[src/rtl/cube_pkg.sv]
// Shared cube-move types: field widths, rotation encodings, undo FSM states.
// inv_rot maps a recorded quarter-turn count to the move that cancels it.
package cube_pkg;

  localparam int FACE_W = 6;
  localparam int ROT_W  = 3;

  localparam logic [ROT_W-1:0] ROT_NONE = ROT_W'(0);
  localparam logic [ROT_W-1:0] ROT_CW   = ROT_W'(1);
  localparam logic [ROT_W-1:0] ROT_DBL  = ROT_W'(2);
  localparam logic [ROT_W-1:0] ROT_CCW  = ROT_W'(3);

  typedef enum logic [1:0] {
    ST_IDLE     = 2'd0,
    ST_UNDO_ONE = 2'd1,
    ST_UNDO_ALL = 2'd2
  } undo_state_t;

  typedef struct packed {
    logic [FACE_W-1:0] face;
    logic [ROT_W-1:0]  rot;
  } move_t;

  // (4 - rot) mod 4 over the legal 0..3 range
  function automatic logic [ROT_W-1:0] inv_rot(input logic [ROT_W-1:0] rot);
    logic [ROT_W-1:0] r;
    case (rot)
      ROT_CW:  r = ROT_CCW;
      ROT_CCW: r = ROT_CW;
      ROT_DBL: r = ROT_DBL;
      default: r = ROT_NONE;
    endcase
    return r;
  endfunction

endpackage

[src/rtl/move_undo_stack_if.sv]
// Record/undo/output bundle between the cube driver and the undo stack.
// master = driver + engine side, slave = move_undo_stack.
interface move_undo_stack_if #(
  parameter int DEPTH = 64
);
  import cube_pkg::*;

  localparam int CNT_W = $clog2(DEPTH) + 1;

  logic              rec_valid;
  logic [FACE_W-1:0] rec_face;
  logic [ROT_W-1:0]  rec_rot;
  logic              clear;
  logic              undo_all;
  logic              undo_one;
  logic              out_valid;
  logic              out_ready;
  logic [FACE_W-1:0] out_face;
  logic [ROT_W-1:0]  out_rot;
  logic              busy;
  logic [CNT_W-1:0]  count;
  logic              empty;
  logic              lost;

  modport master (
    output rec_valid, rec_face, rec_rot, clear, undo_all, undo_one, out_ready,
    input  out_valid, out_face, out_rot, busy, count, empty, lost
  );

  modport slave (
    input  rec_valid, rec_face, rec_rot, clear, undo_all, undo_one, out_ready,
    output out_valid, out_face, out_rot, busy, count, empty, lost
  );

endinterface

[src/rtl/move_lifo.sv]
// Circular LIFO of moves: push at wr_ptr, pop from wr_ptr-1, top read combinational.
// One push or pop per cycle; full pushes overwrite the oldest entry and set sticky lost.
module move_lifo
  import cube_pkg::*;
#(
  parameter int DEPTH = 64
) (
  input  logic                       i_clk,
  input  logic                       i_rst_n,
  input  logic                       i_clear,
  input  logic                       i_push,
  input  move_t                      i_push_dat,
  input  logic                       i_pop,
  output move_t                      o_top_dat,
  output logic [$clog2(DEPTH):0]     o_count,
  output logic                       o_lost
);

  localparam int PTR_W = $clog2(DEPTH);
  localparam int CNT_W = PTR_W + 1;

  move_t              r_mem [DEPTH];
  logic [PTR_W-1:0]   r_wr_ptr;
  logic [CNT_W-1:0]   r_count;
  logic               r_lost;
  logic               w_full;

  assign w_full = (r_count == CNT_W'(DEPTH));

  always_ff @(posedge i_clk) begin
    if (i_push) begin
      r_mem[r_wr_ptr] <= i_push_dat;
    end
  end

  always_ff @(posedge i_clk or negedge i_rst_n) begin
    if (!i_rst_n) begin
      r_wr_ptr <= '0;
      r_count  <= '0;
      r_lost   <= 1'b0;
    end else if (i_clear) begin
      r_wr_ptr <= '0;
      r_count  <= '0;
      r_lost   <= 1'b0;
    end else if (i_push) begin
      r_wr_ptr <= r_wr_ptr + PTR_W'(1);
      // A full ring keeps its count; the slot just written was the oldest move
      if (w_full) begin
        r_lost <= 1'b1;
      end else begin
        r_count <= r_count + CNT_W'(1);
      end
    end else if (i_pop) begin
      r_wr_ptr <= r_wr_ptr - PTR_W'(1);
      r_count  <= r_count - CNT_W'(1);
    end
  end

  assign o_top_dat = r_mem[r_wr_ptr - PTR_W'(1)];
  assign o_count   = r_count;
  assign o_lost    = r_lost;

endmodule

[src/rtl/move_undo_stack.sv]
// Records applied cube moves and replays their inverses newest-first on undo_one/undo_all.
// out_valid rises one cycle after an accepted request; outputs hold under out_ready low, one pop per cycle.
module move_undo_stack
  import cube_pkg::*;
#(
  parameter int DEPTH = 64
) (
  input  logic                   i_clk,
  input  logic                   i_rst_n,
  move_undo_stack_if.slave       bus
);

  localparam int CNT_W = $clog2(DEPTH) + 1;

  undo_state_t        r_state;
  logic               r_out_valid;
  logic               r_busy;
  logic               w_idle;
  logic               w_push;
  logic               w_pop;
  logic               w_have;
  logic               w_last;
  logic [CNT_W-1:0]   w_count;
  logic               w_lost;
  move_t              w_push_dat;
  move_t              w_top;

  assign w_idle = (r_state == ST_IDLE);
  // Recording is frozen while busy so replayed inverses are not captured again
  assign w_push = w_idle & bus.rec_valid & (bus.rec_rot != ROT_NONE) & ~bus.clear;
  assign w_pop  = r_out_valid & bus.out_ready & ~bus.clear;
  assign w_have = (w_count != '0) | w_push;
  assign w_last = (w_count == CNT_W'(1));

  assign w_push_dat.face = bus.rec_face;
  assign w_push_dat.rot  = bus.rec_rot;

  move_lifo #(
    .DEPTH (DEPTH)
  ) u_lifo (
    .i_clk      (i_clk),
    .i_rst_n    (i_rst_n),
    .i_clear    (bus.clear),
    .i_push     (w_push),
    .i_push_dat (w_push_dat),
    .i_pop      (w_pop),
    .o_top_dat  (w_top),
    .o_count    (w_count),
    .o_lost     (w_lost)
  );

  always_ff @(posedge i_clk or negedge i_rst_n) begin
    if (!i_rst_n) begin
      r_state     <= ST_IDLE;
      r_out_valid <= 1'b0;
      r_busy      <= 1'b0;
    end else if (bus.clear) begin
      r_state     <= ST_IDLE;
      r_out_valid <= 1'b0;
      r_busy      <= 1'b0;
    end else begin
      case (r_state)
        ST_IDLE: begin
          if (bus.undo_all && w_have) begin
            r_state     <= ST_UNDO_ALL;
            r_out_valid <= 1'b1;
            r_busy      <= 1'b1;
          end else if (bus.undo_one && w_have) begin
            r_state     <= ST_UNDO_ONE;
            r_out_valid <= 1'b1;
            r_busy      <= 1'b1;
          end
        end
        ST_UNDO_ONE: begin
          if (w_pop) begin
            r_state     <= ST_IDLE;
            r_out_valid <= 1'b0;
            r_busy      <= 1'b0;
          end
        end
        ST_UNDO_ALL: begin
          if (w_pop && w_last) begin
            r_state     <= ST_IDLE;
            r_out_valid <= 1'b0;
            r_busy      <= 1'b0;
          end
        end
        default: begin
          r_state     <= ST_IDLE;
          r_out_valid <= 1'b0;
          r_busy      <= 1'b0;
        end
      endcase
    end
  end

  assign bus.out_valid = r_out_valid;
  assign bus.out_face  = r_out_valid ? w_top.face : '0;
  assign bus.out_rot   = r_out_valid ? inv_rot(w_top.rot) : '0;
  assign bus.busy      = r_busy;
  assign bus.count     = w_count;
  assign bus.empty     = (w_count == '0);
  assign bus.lost      = w_lost;

endmodule
[src/flat_wrapper.sv]
// flat-port wrapper written by rule: the top's interface ports become plain ports
module move_undo_stack_flat import cube_pkg::*;
#(
  parameter int DEPTH = 64
)
  (i_clk, i_rst_n, bus_rec_valid, bus_rec_face, bus_rec_rot, bus_clear, bus_undo_all, bus_undo_one, bus_out_ready, bus_out_valid, bus_out_face, bus_out_rot, bus_busy, bus_count, bus_empty, bus_lost);
  move_undo_stack_if #(.DEPTH(DEPTH)) bus_i ();
  input  logic i_clk;
  input  logic i_rst_n;
  input wire logic [$bits(bus_i.rec_valid)-1:0] bus_rec_valid;
  input wire logic [$bits(bus_i.rec_face)-1:0] bus_rec_face;
  input wire logic [$bits(bus_i.rec_rot)-1:0] bus_rec_rot;
  input wire logic [$bits(bus_i.clear)-1:0] bus_clear;
  input wire logic [$bits(bus_i.undo_all)-1:0] bus_undo_all;
  input wire logic [$bits(bus_i.undo_one)-1:0] bus_undo_one;
  input wire logic [$bits(bus_i.out_ready)-1:0] bus_out_ready;
  output wire logic [$bits(bus_i.out_valid)-1:0] bus_out_valid;
  output wire logic [$bits(bus_i.out_face)-1:0] bus_out_face;
  output wire logic [$bits(bus_i.out_rot)-1:0] bus_out_rot;
  output wire logic [$bits(bus_i.busy)-1:0] bus_busy;
  output wire logic [$bits(bus_i.count)-1:0] bus_count;
  output wire logic [$bits(bus_i.empty)-1:0] bus_empty;
  output wire logic [$bits(bus_i.lost)-1:0] bus_lost;
  assign bus_i.rec_valid = bus_rec_valid;
  assign bus_i.rec_face = bus_rec_face;
  assign bus_i.rec_rot = bus_rec_rot;
  assign bus_i.clear = bus_clear;
  assign bus_i.undo_all = bus_undo_all;
  assign bus_i.undo_one = bus_undo_one;
  assign bus_i.out_ready = bus_out_ready;
  assign bus_out_valid = bus_i.out_valid;
  assign bus_out_face = bus_i.out_face;
  assign bus_out_rot = bus_i.out_rot;
  assign bus_busy = bus_i.busy;
  assign bus_count = bus_i.count;
  assign bus_empty = bus_i.empty;
  assign bus_lost = bus_i.lost;
  move_undo_stack #(.DEPTH(DEPTH)) u_core (.i_clk(i_clk), .i_rst_n(i_rst_n), .bus(bus_i));
endmodule
[config.mk]
export PLATFORM = sky130hd
export DESIGN_NAME = move_undo_stack_flat
export DESIGN_NICKNAME = d
export VERILOG_FILES = /design/src/rtl/cube_pkg.sv /design/src/rtl/move_undo_stack_if.sv /design/src/rtl/move_lifo.sv /design/src/rtl/move_undo_stack.sv /design/src/flat_wrapper.sv
export SDC_FILE = /design/constraint.sdc
export NUM_CORES = 1
export LEC_CHECK = 0
export CAP_MARGIN = 25
export CORE_MARGIN = 2
export CORE_UTILIZATION = 28
export DETAILED_ROUTE_END_ITERATION = 16
export PLACE_DENSITY_LB_ADDON = 0.3
export SYNTH_ARGS = -nofsm -noshare
export SYNTH_HDL_FRONTEND = slang
export SYNTH_SLANG_ARGS = --single-unit
[constraint.sdc]
create_clock -name i_clk -period 6.1 [get_ports i_clk]
set_input_delay 1.83 -clock i_clk [delete_from_list [all_inputs] [get_ports i_clk]]
set_output_delay 1.83 -clock i_clk [all_outputs]
set_load 0.05 [all_outputs]
After elaboration in Yosys (flattened, before gate mapping)
Memory sizes are Yosys's and may differ from the RTL's.
Index checks and enable logic that the tools add are counted.
{"block": "classes", "n_reduce_logical": 13, "n_shift": 0, "bitwise": 7, "n_mux": 27, "div_mod_pow": 0, "order_cmp": 0, "eq_ne": 11, "addsub": 4, "mul": 0}
{"op": "7-bit 2-to-1 mux", "count": 4}
{"op": "6-bit 2-to-1 mux", "count": 4}
{"op": "2-bit 2-to-1 mux", "count": 6}
{"op": "2-bit one-hot mux with 3 select lines", "count": 2}
{"op": "1-bit 2-to-1 mux", "count": 10}
{"op": "7-bit by 1-bit adder with 7-bit output, second input constant", "count": 1}
{"op": "7-bit by 1-bit == test with 1-bit output, second input constant", "count": 1}
{"op": "7-bit == test, second input constant", "count": 1}
{"op": "7-bit zero test", "count": 1}
{"op": "7-bit nonzero test", "count": 1}
{"op": "7-bit by 1-bit subtractor with 7-bit output, second input constant", "count": 1}
{"op": "6-bit by 1-bit adder with 6-bit output, second input constant", "count": 1}
{"op": "3-bit by 2-bit == test with 1-bit output, second input constant", "count": 2}
{"op": "3-bit by 2-bit != test with 1-bit output, second input constant", "count": 2}
{"op": "3-bit nonzero test", "count": 2}
{"op": "6-bit by 1-bit subtractor with 6-bit output, second input constant", "count": 1}
{"op": "1-bit bitwise AND", "count": 5}
{"op": "4-bit != test, second input constant", "count": 1}
{"op": "2-bit AND reduction", "count": 2}
{"op": "2-bit nonzero test", "count": 2}
{"op": "3-bit by 1-bit == test with 1-bit output, second input constant", "count": 1}
{"op": "1-bit logical AND", "count": 3}
{"op": "3-bit != test, second input constant", "count": 1}
{"op": "1-bit one-hot mux with 3 select lines", "count": 1}
{"op": "6 further kinds", "count": 6}
{"block": "word_totals", "romBits": 0, "input_bits": 16, "ramBits": 576, "latchBits": 0, "reg_bits": 17, "mem_count": 1, "wordCells": 68, "output_inout_bits": 20}
{"memory": "u_core.u_lifo.r_mem", "depth": 64, "width": 9, "read_ports": 1, "rd_clocked_by_memory_dff": 0, "write_ports": 1, "line": "move_lifo.sv:22", "text": "move_t r_mem [DEPTH];"}

Logic depth before layout (Yosys ltp)
Gate-level depths: netlist (run 1).
{"block": "depth", "word_depth": 10, "ltp_mapped": 16, "mapped_depth_nobuf": 9}

Cells and area by module
Synthesis (run 1) repeated with hierarchy kept, for this count alone.
{"block": "hier_totals", "cells_unflattened": 1245, "area_unflattened_um2": 23875.4}
{"mod": "move_lifo", "area_each_um2": 23532.6, "cells_per_inst": 1203, "seq_area_each_um2": 17646.9, "n_inst": 1}
{"mod": "move_undo_stack", "area_each_um2": 342.8, "cells_per_inst": 42, "seq_area_each_um2": 75.1, "n_inst": 1}

Worst setup path before layout (run 1)
OpenSTA, ideal clock, no wires.
{"block": "synth_path", "path_kind": "register to output", "start": "register u_core.u_lifo.r_wr_ptr[0]", "end": "output port bus_out_rot[1]", "path_slack_ns": -0.575, "path_buffers": 7, "arrival_time_ns": 4.845, "required_ns": 4.270, "path_stages_with_launch": 15, "path_cell_list": "dfrtp_1 buf_4 buf_4 buf_4 buf_4 clkinv_1 ha_1 clkbuf_1 clkbuf_1 clkbuf_1 mux4_2 mux4_2 mux2i_1 o221ai_1 nor3b_1"}
{"block": "synth_via", "elab_chain_cells": 5, "word_cells_on_any_way": 7, "classes_between": "1 x add/sub; 3 x eq/ne; 2 x mux; 1 x memory"}
{"element": "start, declared", "line": "move_lifo.sv:23", "text": "logic [PTR_W-1:0] r_wr_ptr;"}
{"element": "start signal, assigned", "line": "move_lifo.sv:46", "text": "r_wr_ptr <= r_wr_ptr + PTR_W'(1);"}
{"element": "start signal, assigned", "line": "move_lifo.sv:54", "text": "r_wr_ptr <= r_wr_ptr - PTR_W'(1);"}
{"element": "6-bit by 1-bit subtractor with 6-bit output *", "line": "move_lifo.sv:59", "text": "assign o_top_dat = r_mem[r_wr_ptr - PTR_W'(1)];"}
{"element": "memory 64 x 9 bit *"}
{"element": "3-bit by 2-bit == test with 1-bit output / 3-bit by 1-bit == test with 1-bit output (equally long branches)", "line": "cube_pkg.sv:27", "text": "case (rot)"}
{"element": "2-bit one-hot mux with 3 select lines *", "line": "cube_pkg.sv:27"}
{"element": "2-bit 2-to-1 mux *", "line": "move_undo_stack.sv:99", "text": "assign bus.out_rot = r_out_valid ? inv_rot(w_top.rot) : '0;"}
{"element": "end, declared", "line": "flat_wrapper.sv:19", "text": "output wire logic [$bits(bus_i.out_rot)-1:0] bus_out_rot;"}
Mark *: on every way between the ends. The rest lies on a longest branch, timed or not.

Worst setup path after layout (run 1)
{"block": "layout_path", "start": "register u_core.u_lifo.r_wr_ptr[0]", "end": "output port bus_out_face[4]"}
{"block": "layout_via", "elab_chain_cells": 3}
{"element": "6-bit by 1-bit subtractor with 6-bit output", "line": "move_lifo.sv:59"}
{"element": "memory 64 x 9 bit"}
{"element": "6-bit 2-to-1 mux", "line": "move_undo_stack.sv:98", "text": "assign bus.out_face = r_out_valid ? w_top.face : '0;"}
{"element": "end, declared", "line": "flat_wrapper.sv:18", "text": "output wire logic [$bits(bus_i.out_face)-1:0] bus_out_face;"}
No other way between the ends.

==> results of run 1 <==
[layer usage]
layer	track usage, %	vias to the layer above
li1	-	4923
met1	18.7	6190
met2	20.8	302
met3	2.52	80
met4	3.57	0
met5	0	-
[per-stage QoR]
step	util (%)	setup slack (ps)	setup TNS, ps
after global routing	33.1	-10.5	-10.5
after detailed placement	30.5	694	0
after CTS	32.8	19.2	0
after global placement	30.5	674	0
final	33.1	127	0
after floorplan	-	-125	-125
[final timing paths]
| check | start | to | cells after the start | slack, ps |
|---|---|---|---|---|
| worst max-delay path | u_core.u_lifo.r_wr_ptr[0]$_DFFE_PN0P_ | bus_out_face[4] | 9 | 130 |
| worst min-delay path | u_core.u_lifo.o_lost$_DFFE_PN0P_ | u_core.u_lifo.o_lost$_DFFE_PN0P_ | 2 | 520 |
| worst max register to register | u_core.r_state[1]$_DFFE_PN0P_ | u_core.u_lifo.r_mem[47][8]$_DFFE_PP_ | 4 | 2820 |
| worst min register to register | u_core.u_lifo.o_lost$_DFFE_PN0P_ | u_core.u_lifo.o_lost$_DFFE_PN0P_ | 2 | 520 |
| max in group asynchronous | i_rst_n | u_core.u_lifo.r_wr_ptr[0]$_DFFE_PN0P_ | 1 | 3750 |
| min in group asynchronous | i_rst_n | u_core.u_lifo.r_wr_ptr[2]$_DFFE_PN0P_ | 1 | 1710 |
[kinds of logic after synthesis]
logic type	synth area share, %
buffers and inverters	1.54
AOI/OAI and AO/OA	1.20
and+or+nand+nor	4.21
muxes	16.8
other	0.0159
adders and majority gates	0.265
DFF	75.2
xor gates and xnor gates	0.738
[sequential cells by signal, summed over array words and instances (netlist names)]
register,count
u_core.u_lifo.o_count,7
u_core.u_lifo.r_mem,576
u_core.u_lifo.o_lost,1
u_core.r_state,2
u_core.bus.out_valid,1
u_core.u_lifo.r_wr_ptr,6
[power by group through the flow]
stage	registers [mW]	logic (mW)	clock network (mW)
after global routing	4.64	5.89	3.84
after CTS	4.62	5.47	3.69
final	4.63	5.55	3.61
after floorplan	4.74	3.58	0
after global placement	4.71	5.45	0
after detailed placement	4.71	5.46	0
[cell type report]
type / instances / area (um^2) / share of cell area (%)
Clock buffer: 78 / 1640 / 5.94
Antenna cell: 1 / 2.50 / 0.00905
Multi-Input combinational cell: 471 / 5530 / 20.0
Sequential cell: 593 / 17700 / 64.1
Inverter: 8 / 30.0 / 0.109
Timing Repair Buffer: 123 / 1070 / 3.88
Clock inverter: 32 / 288 / 1.04
Tap cell: 1080 / 1350 / 4.89
[worst max-delay path: cells and delay by family, from the launching register on]
kind                     cells  cell delay (ps)
multiplexers                 3             1400
buffers and inverters        4              880
adder cells (fa/ha/maj)      1              550
flip-flops                   1              520
AND/OR/NAND/NOR              1              180
[layout by cell type (no fill, tap or decap), drive strengths merged, types with 17 or more instances in the layout]
cell,count
mux4,170
clkbuf,80
buf,104
edfxtp,576
nand2,53
nor2,92
dfrtp,17
clkdlybuf4s50,17
nand3,31
clkinv,24
[repair_timing]
item	in CTS	in global routing
gates resized for setup	0	1
hold buffers	0	0
endpoints found under the setup margin	0	7
setup buffers	0	10
==> flow_metrics.env, run 1 <==
export IMPL_status="finished, final reports clean"
export IMPL_cts_root_buf="clkbuf_16"
export IMPL_grt_pass1_wl_mm=82.8
export IMPL_die_area_um2=86500
export IMPL_die_h_um=294
export IMPL_ys_ff_latch=593
export IMPL_syn_inst=1135
export IMPL_grt_max_degree=106
export IMPL_postLayoutCellArea_um2=27600
export IMPL_power_leakage_nw=8.60
export IMPL_synth_edff_count=576
export IMPL_dr_pass1_iters=5
export IMPL_holdWs_ps=522
export IMPL_hpwlAfterDp_mm=35.2
export IMPL_vdd_ir_drop_max_v=0.000396
export IMPL_synthTopCellsByCount="576 x edfxtp_1, 170 x mux4_2, 92 x nor2_1"
export IMPL_cts_buffer_depth=3
export IMPL_antenna_left=0
export IMPL_die_x_um=294
export IMPL_holdCritPathClass="reg -> reg"
export IMPL_ioPinCount=36
export IMPL_maxSlewViolCount=0
export IMPL_stdcell_count=2386
export IMPL_pwr_share_comb_pct=40.2
export IMPL_wl_met3_mm=3.02
export IMPL_setup_viol=0
export IMPL_placed_area_um2=25500
export IMPL_cpPeakStageDelay_ps=580
export IMPL_max_cap_violations=0
export IMPL_power_total_mw=13.8
export IMPL_skew_ps=25.3
export IMPL_h_tree_depth=2
export IMPL_row_count=106
export IMPL_critical_path_class="reg -> out"
export IMPL_cts_tree="built"
export IMPL_critical_path_max_fanout=14
export IMPL_place_congestion=0.811
export IMPL_crit_required_ps=4270
export IMPL_worst_pin_slew_ps=1040
export IMPL_avgSynthCellArea_um2=20.8
export IMPL_yosys_area_top_type="edfxtp_1"
export IMPL_grt_pass1_vias=11500
export IMPL_num_vias=11500
export IMPL_grt_overflow=0
export IMPL_place_inst=2252
export IMPL_crit_path_end_kind="primary output"
export IMPL_finalCritPeriodShare_pct=97.9
export IMPL_finalHoldViolations=0
export IMPL_start_kind="flip-flop"
export IMPL_path_clk_slew_ps=60
export IMPL_antenna_found_initial=3
export IMPL_synthesis_area_um2=23600
export IMPL_core_area_um2=83600
export IMPL_start_util_pct=28.2
export IMPL_internal_power_mw=9.03
export IMPL_dr_wl_met2_mm=27.4
export IMPL_viasPerCell=4.82
export IMPL_dr_max_layer_used="met4"
export IMPL_cts_sinks=593
export IMPL_cp_slowest_cell="mux4_2"
export IMPL_yosysSeqAreaShare_pct=75.2
export IMPL_nets=1278
export IMPL_clock_latency_ps=620
export IMPL_fmax_ghz=0.167
export IMPL_synth_ff_type="edfxtp_1"
export IMPL_grt_total_usage_pct=13.2
export IMPL_drt_iter0_drc=1093
export IMPL_worst_ep_arrival_time_ps=4140
export IMPL_m1WireLength_mm=26.0
export IMPL_max_slew_margin_pct=30.6
export IMPL_final_layout_size_suffix_gt1_share_pct=28.4
export IMPL_syn_to_final_growth_pct=17.3
export IMPL_async_flop_share_pct=2.87
export IMPL_switchingPower_mw=4.76
export IMPL_drc=0
export IMPL_drt_wl_total_mm=57.7
export IMPL_synth_cell_type_count=53
export IMPL_numCtsBuffers=60
export IMPL_synth_area_leaders="edfxtp_1 73%, mux4_2 16%, dfrtp_1 1.8%, nor2_1 1.5%, nand2_1 0.84%"
export IMPL_wl_per_cell_um=24.2
export IMPL_min_period_ps=5970
export IMPL_power_density_nw_per_um2=499
export IMPL_swShare_pct=34.5
export IMPL_num_fill_cells=7896
export IMPL_synth_most_common_cell="edfxtp_1"
export IMPL_syn_nets=1156
export IMPL_portBuffers=34
export IMPL_ys_warn_count=0
export IMPL_seq_power_share_pct=33.6
export IMPL_pwr_share_clk_pct=26.1
export IMPL_cp_cell_sequence="clkinv_1, ha_4, buf_4, buf_4, mux4_2, mux4_2, mux4_2, and2_1, buf_4"
export IMPL_synth_top_area_share_pct=73.4
(Power assumes the default switching activity.)
==> run 2: changes to the inputs <==
- GPL_ROUTABILITY_DRIVEN: default -> 0
- SKIP_LAST_GASP: default -> 1
==> results of run 2 <==
Final layout, timing and power as in run 1 (identical DEF).
==> run 3: changes to the inputs <==
- ABC_AREA: default -> 1
- CELL_PAD_IN_SITES_DETAIL_PLACEMENT: default -> 0
- CELL_PAD_IN_SITES_GLOBAL_PLACEMENT: default -> 2
- SYNTH_HIERARCHICAL: default -> 1
==> flow_metrics.env, run 3 <==
export IMPL_status="finished, final reports clean"
export IMPL_syn_nets=2493
export IMPL_yosysSeqAreaShare_pct=68.9
export IMPL_portBuffers=34
export IMPL_synth_most_common_cell="nand2_1"
export IMPL_wl_per_cell_um=20.8
export IMPL_crit_path_end_kind="primary output"
export IMPL_min_period_ps=5810
export IMPL_regMostFlops="u_core/u_lifo/r_mem"
export IMPL_timing_rr_end="u_core/u_lifo/r_mem[63][4]$_DFFE_PP_"
export IMPL_syn_to_final_growth_pct=15.4
export IMPL_power_leakage_nw=11.5
export IMPL_avgSynthCellArea_um2=10.4
export IMPL_ctsHoldBuffers=0
export IMPL_h_tree_depth=3
export IMPL_numCtsBuffers=68
export IMPL_grt_total_usage_pct=16.3
export IMPL_core_area_um2=91400
export IMPL_fmax_ghz=0.172
export IMPL_power_density_nw_per_um2=500
export IMPL_setup_viol=0
export IMPL_critical_path_class="reg -> out"
export IMPL_final_layout_size_suffix_gt1_share_pct=7.29
export IMPL_ioPinCount=36
export IMPL_nets=2519
export IMPL_r2r_cells=6
export IMPL_largest_register_ffs=576
export IMPL_start_util_pct=28.2
export IMPL_worst_pin_slew_ps=1360
export IMPL_die_h_um=307
export IMPL_crit_required_ps=4270
export IMPL_grt_max_degree=201
export IMPL_r2r_slack_ps=2300
export IMPL_synth_area_leaders="edfxtp_1 67%, nand2_1 12%, nand3_1 7.3%, inv_1 3.3%, nor2_1 2.8%"
export IMPL_max_slew_margin_pct=9.10
export IMPL_synth_top_area_share_pct=67.2
export IMPL_layout_commonest_cell="nand2_1"
export IMPL_path_common_cell="nand3_1"
export IMPL_cts_sinks=593
export IMPL_syn_inst=2469
export IMPL_grt_overflow=0
export IMPL_synthesis_area_um2=25700
export IMPL_ys_warn_count=6
export IMPL_yosys_area_top_type="edfxtp_1"
export IMPL_ys_ff_latch=593
export IMPL_skew_ps=27.4
export IMPL_finalHoldViolations=0
export IMPL_holdPathStages=2
export IMPL_critPathTopFamily="simple AND/OR/NAND/NOR gates"
export IMPL_grt_pass1_vias=16900
export IMPL_clock_latency_ps=610
export IMPL_drt_wl_total_mm=77.3
export IMPL_rsz0062_at_grt="no"
export IMPL_async_flop_share_pct=2.87
export IMPL_synth_cell_type_count=39
export IMPL_r2r_start="u_core/u_lifo/r_wr_ptr[0]$_DFFE_PN0P_"
export IMPL_max_cap_violations=0
export IMPL_synthTopCellsByCount="825 x nand2_1, 576 x edfxtp_1, 374 x nand3_1"
export IMPL_num_vias=17400
export IMPL_die_area_um2=94400
export IMPL_synth_edff_count=576
export IMPL_path_buf_inv=5
export IMPL_die_x_um=307
export IMPL_hpwlAfterDp_mm=45.2
export IMPL_holdCritPathClass="reg -> reg"
export IMPL_final_cell_mix="825 x nand2_1, 576 x edfxtp_1, 374 x nand3_1, 222 x inv_1, 190 x nor2_1"
export IMPL_dr_pass1_iters=5
export IMPL_start_kind="flip-flop"
export IMPL_diodes=0
export IMPL_final_core_util_pct=32.5
export IMPL_critical_path_max_fanout=66
export IMPL_synth_ff_type="edfxtp_1"
export IMPL_antenna_left=0
export IMPL_cp_slowest_cell="dfrtp_1"
export IMPL_vdd_ir_drop_max_v=0.000357
export IMPL_cts_root_buf="clkbuf_16"
export IMPL_drc=0
export IMPL_worst_ep_arrival_time_ps=3980
export IMPL_row_count=111
export IMPL_grt_pass1_wl_mm=114
export IMPL_antenna_found_initial=1
export IMPL_viasPerCell=4.66
export IMPL_cts_buffer_depth=3
export IMPL_cts_tree="built"
export IMPL_cp_cell_sequence="inv_1, ha_4, inv_6, buf_12, nand3_1, nand3_1, nand3_1, nand3_1, nand3_1, nand2_1, nor2_1, nor3b_1, buf_4, buf_12"
export IMPL_path_clk_slew_ps=60
export IMPL_drt_iter0_drc=1473
export IMPL_maxSlewViolCount=0
export IMPL_fin_tns_setup_ps=0
export IMPL_cpPeakStageDelay_ps=440
export IMPL_min_to="u_core/u_lifo/o_lost$_DFFE_PN0P_"
export IMPL_finalCritPeriodShare_pct=95.3
export IMPL_min_delay_start="u_core/u_lifo/o_lost$_DFFE_PN0P_"
[run 3: changes by cell type in the layout (fill, tap and decap cells not counted), moves of 9 or more]
cell,previous run,this run
mux4_2,170,0
nand2_1,53,825
clkbuf_16,63,72
mux2i_1,14,0
buf_4,87,43
nand3_1,31,374
o21ai_0,10,68
inv_1,7,222
nor2_1,92,190
[run 3: cell families (layout without fill, tap and decap cells)]
logic type / after synthesis / count (layout) / share of synthesized area (%)
other: 1 / 1 / 0.0146
DFF: 593 / 593 / 68.9
xor gates and xnor gates: 11 / 11 / 0.506
buffers and inverters: 357 / 427 / 5.69
and+or+nand+nor: 1412 / 1412 / 22.7
AOI/OAI and AO/OA: 87 / 87 / 1.78
adders and majority gates: 8 / 8 / 0.418
[run 3: cell type report]
cell class,count,area (um^2)
clock buffer,78,1810
clock inverter,36,402
fill,9286,61700
inverter,228,868
timing repair buffer,85,823
multi-input combinational,1519,6590
sequential,593,17700
tap,1186,1480
[run 3: per-layer routing]
layer | up-vias | GRT usage (%) | part of all wire (%)
li1 | 8281 | - | -
met1 | 8616 | 23.3 | 47
met2 | 396 | 25.7 | 46
met3 | 82 | 2.24 | 4.7
met4 | 0 | 4.76 | 2.1
met5 | - | 0 | 0
[run 3: how the worst max path moves through the flow]
stage	from	end	slack [ps]	depth (start not counted)
5_1_grt	u_core/u_lifo/r_wr_ptr[2]$_DFFE_PN0P_	bus_out_rot[1]	5	13
4_1_cts	u_core/u_lifo/r_wr_ptr[0]$_DFFE_PN0P_	bus_out_rot[1]	8	14
3_3_place_gp	u_core/u_lifo/r_wr_ptr[0]$_DFFE_PN0P_	bus_out_rot[1]	590	13
3_5_place_dp	u_core/u_lifo/r_wr_ptr[0]$_DFFE_PN0P_	bus_out_rot[1]	660	14
6_report	u_core/u_lifo/r_wr_ptr[1]$_DFFE_PN0P_	bus_out_rot[1]	290	14
2_1_floorplan	u_core/u_lifo/r_wr_ptr[0]$_DFFE_PN0P_	bus_out_rot[1]	590	18
[run 3: where the power goes]
group	switching (mW)	internal, mW
combinational	4.38	1.67
sequential	0.114	4.55
clock	1.64	2.50
total	6.13	8.72
[run 3: per-stage QoR]
step	area, um^2	std cells	hold slack (ps)	power, mW	setup slack (ps)
floorplan	25700	2469	521	8.32	587
global placement	27300	3598	521	10.8	590
detailed placement	27300	3599	516	10.8	663
CTS	29600	3713	536	15.0	7.85
global route	29700	3725	579	15.7	4.59
finish	29700	3725	567	14.8	288
[run 3: what timing repair did]
| item | 4_1_cts | 5_1_grt |
|---|---|---|
| setup buffers | 0 | 2 |
| cloned | 0 | 1 |
| pin swaps | 0 | 0 |
| endpoints found under the setup margin | 1 | 5 |
| resized for setup | 1 | 3 |
[run 3: tightest hold or removal path: stages (launching register included)]
cell and delay, ps:
dfrtp_1 400, nand2_1 70, o31ai_1 60
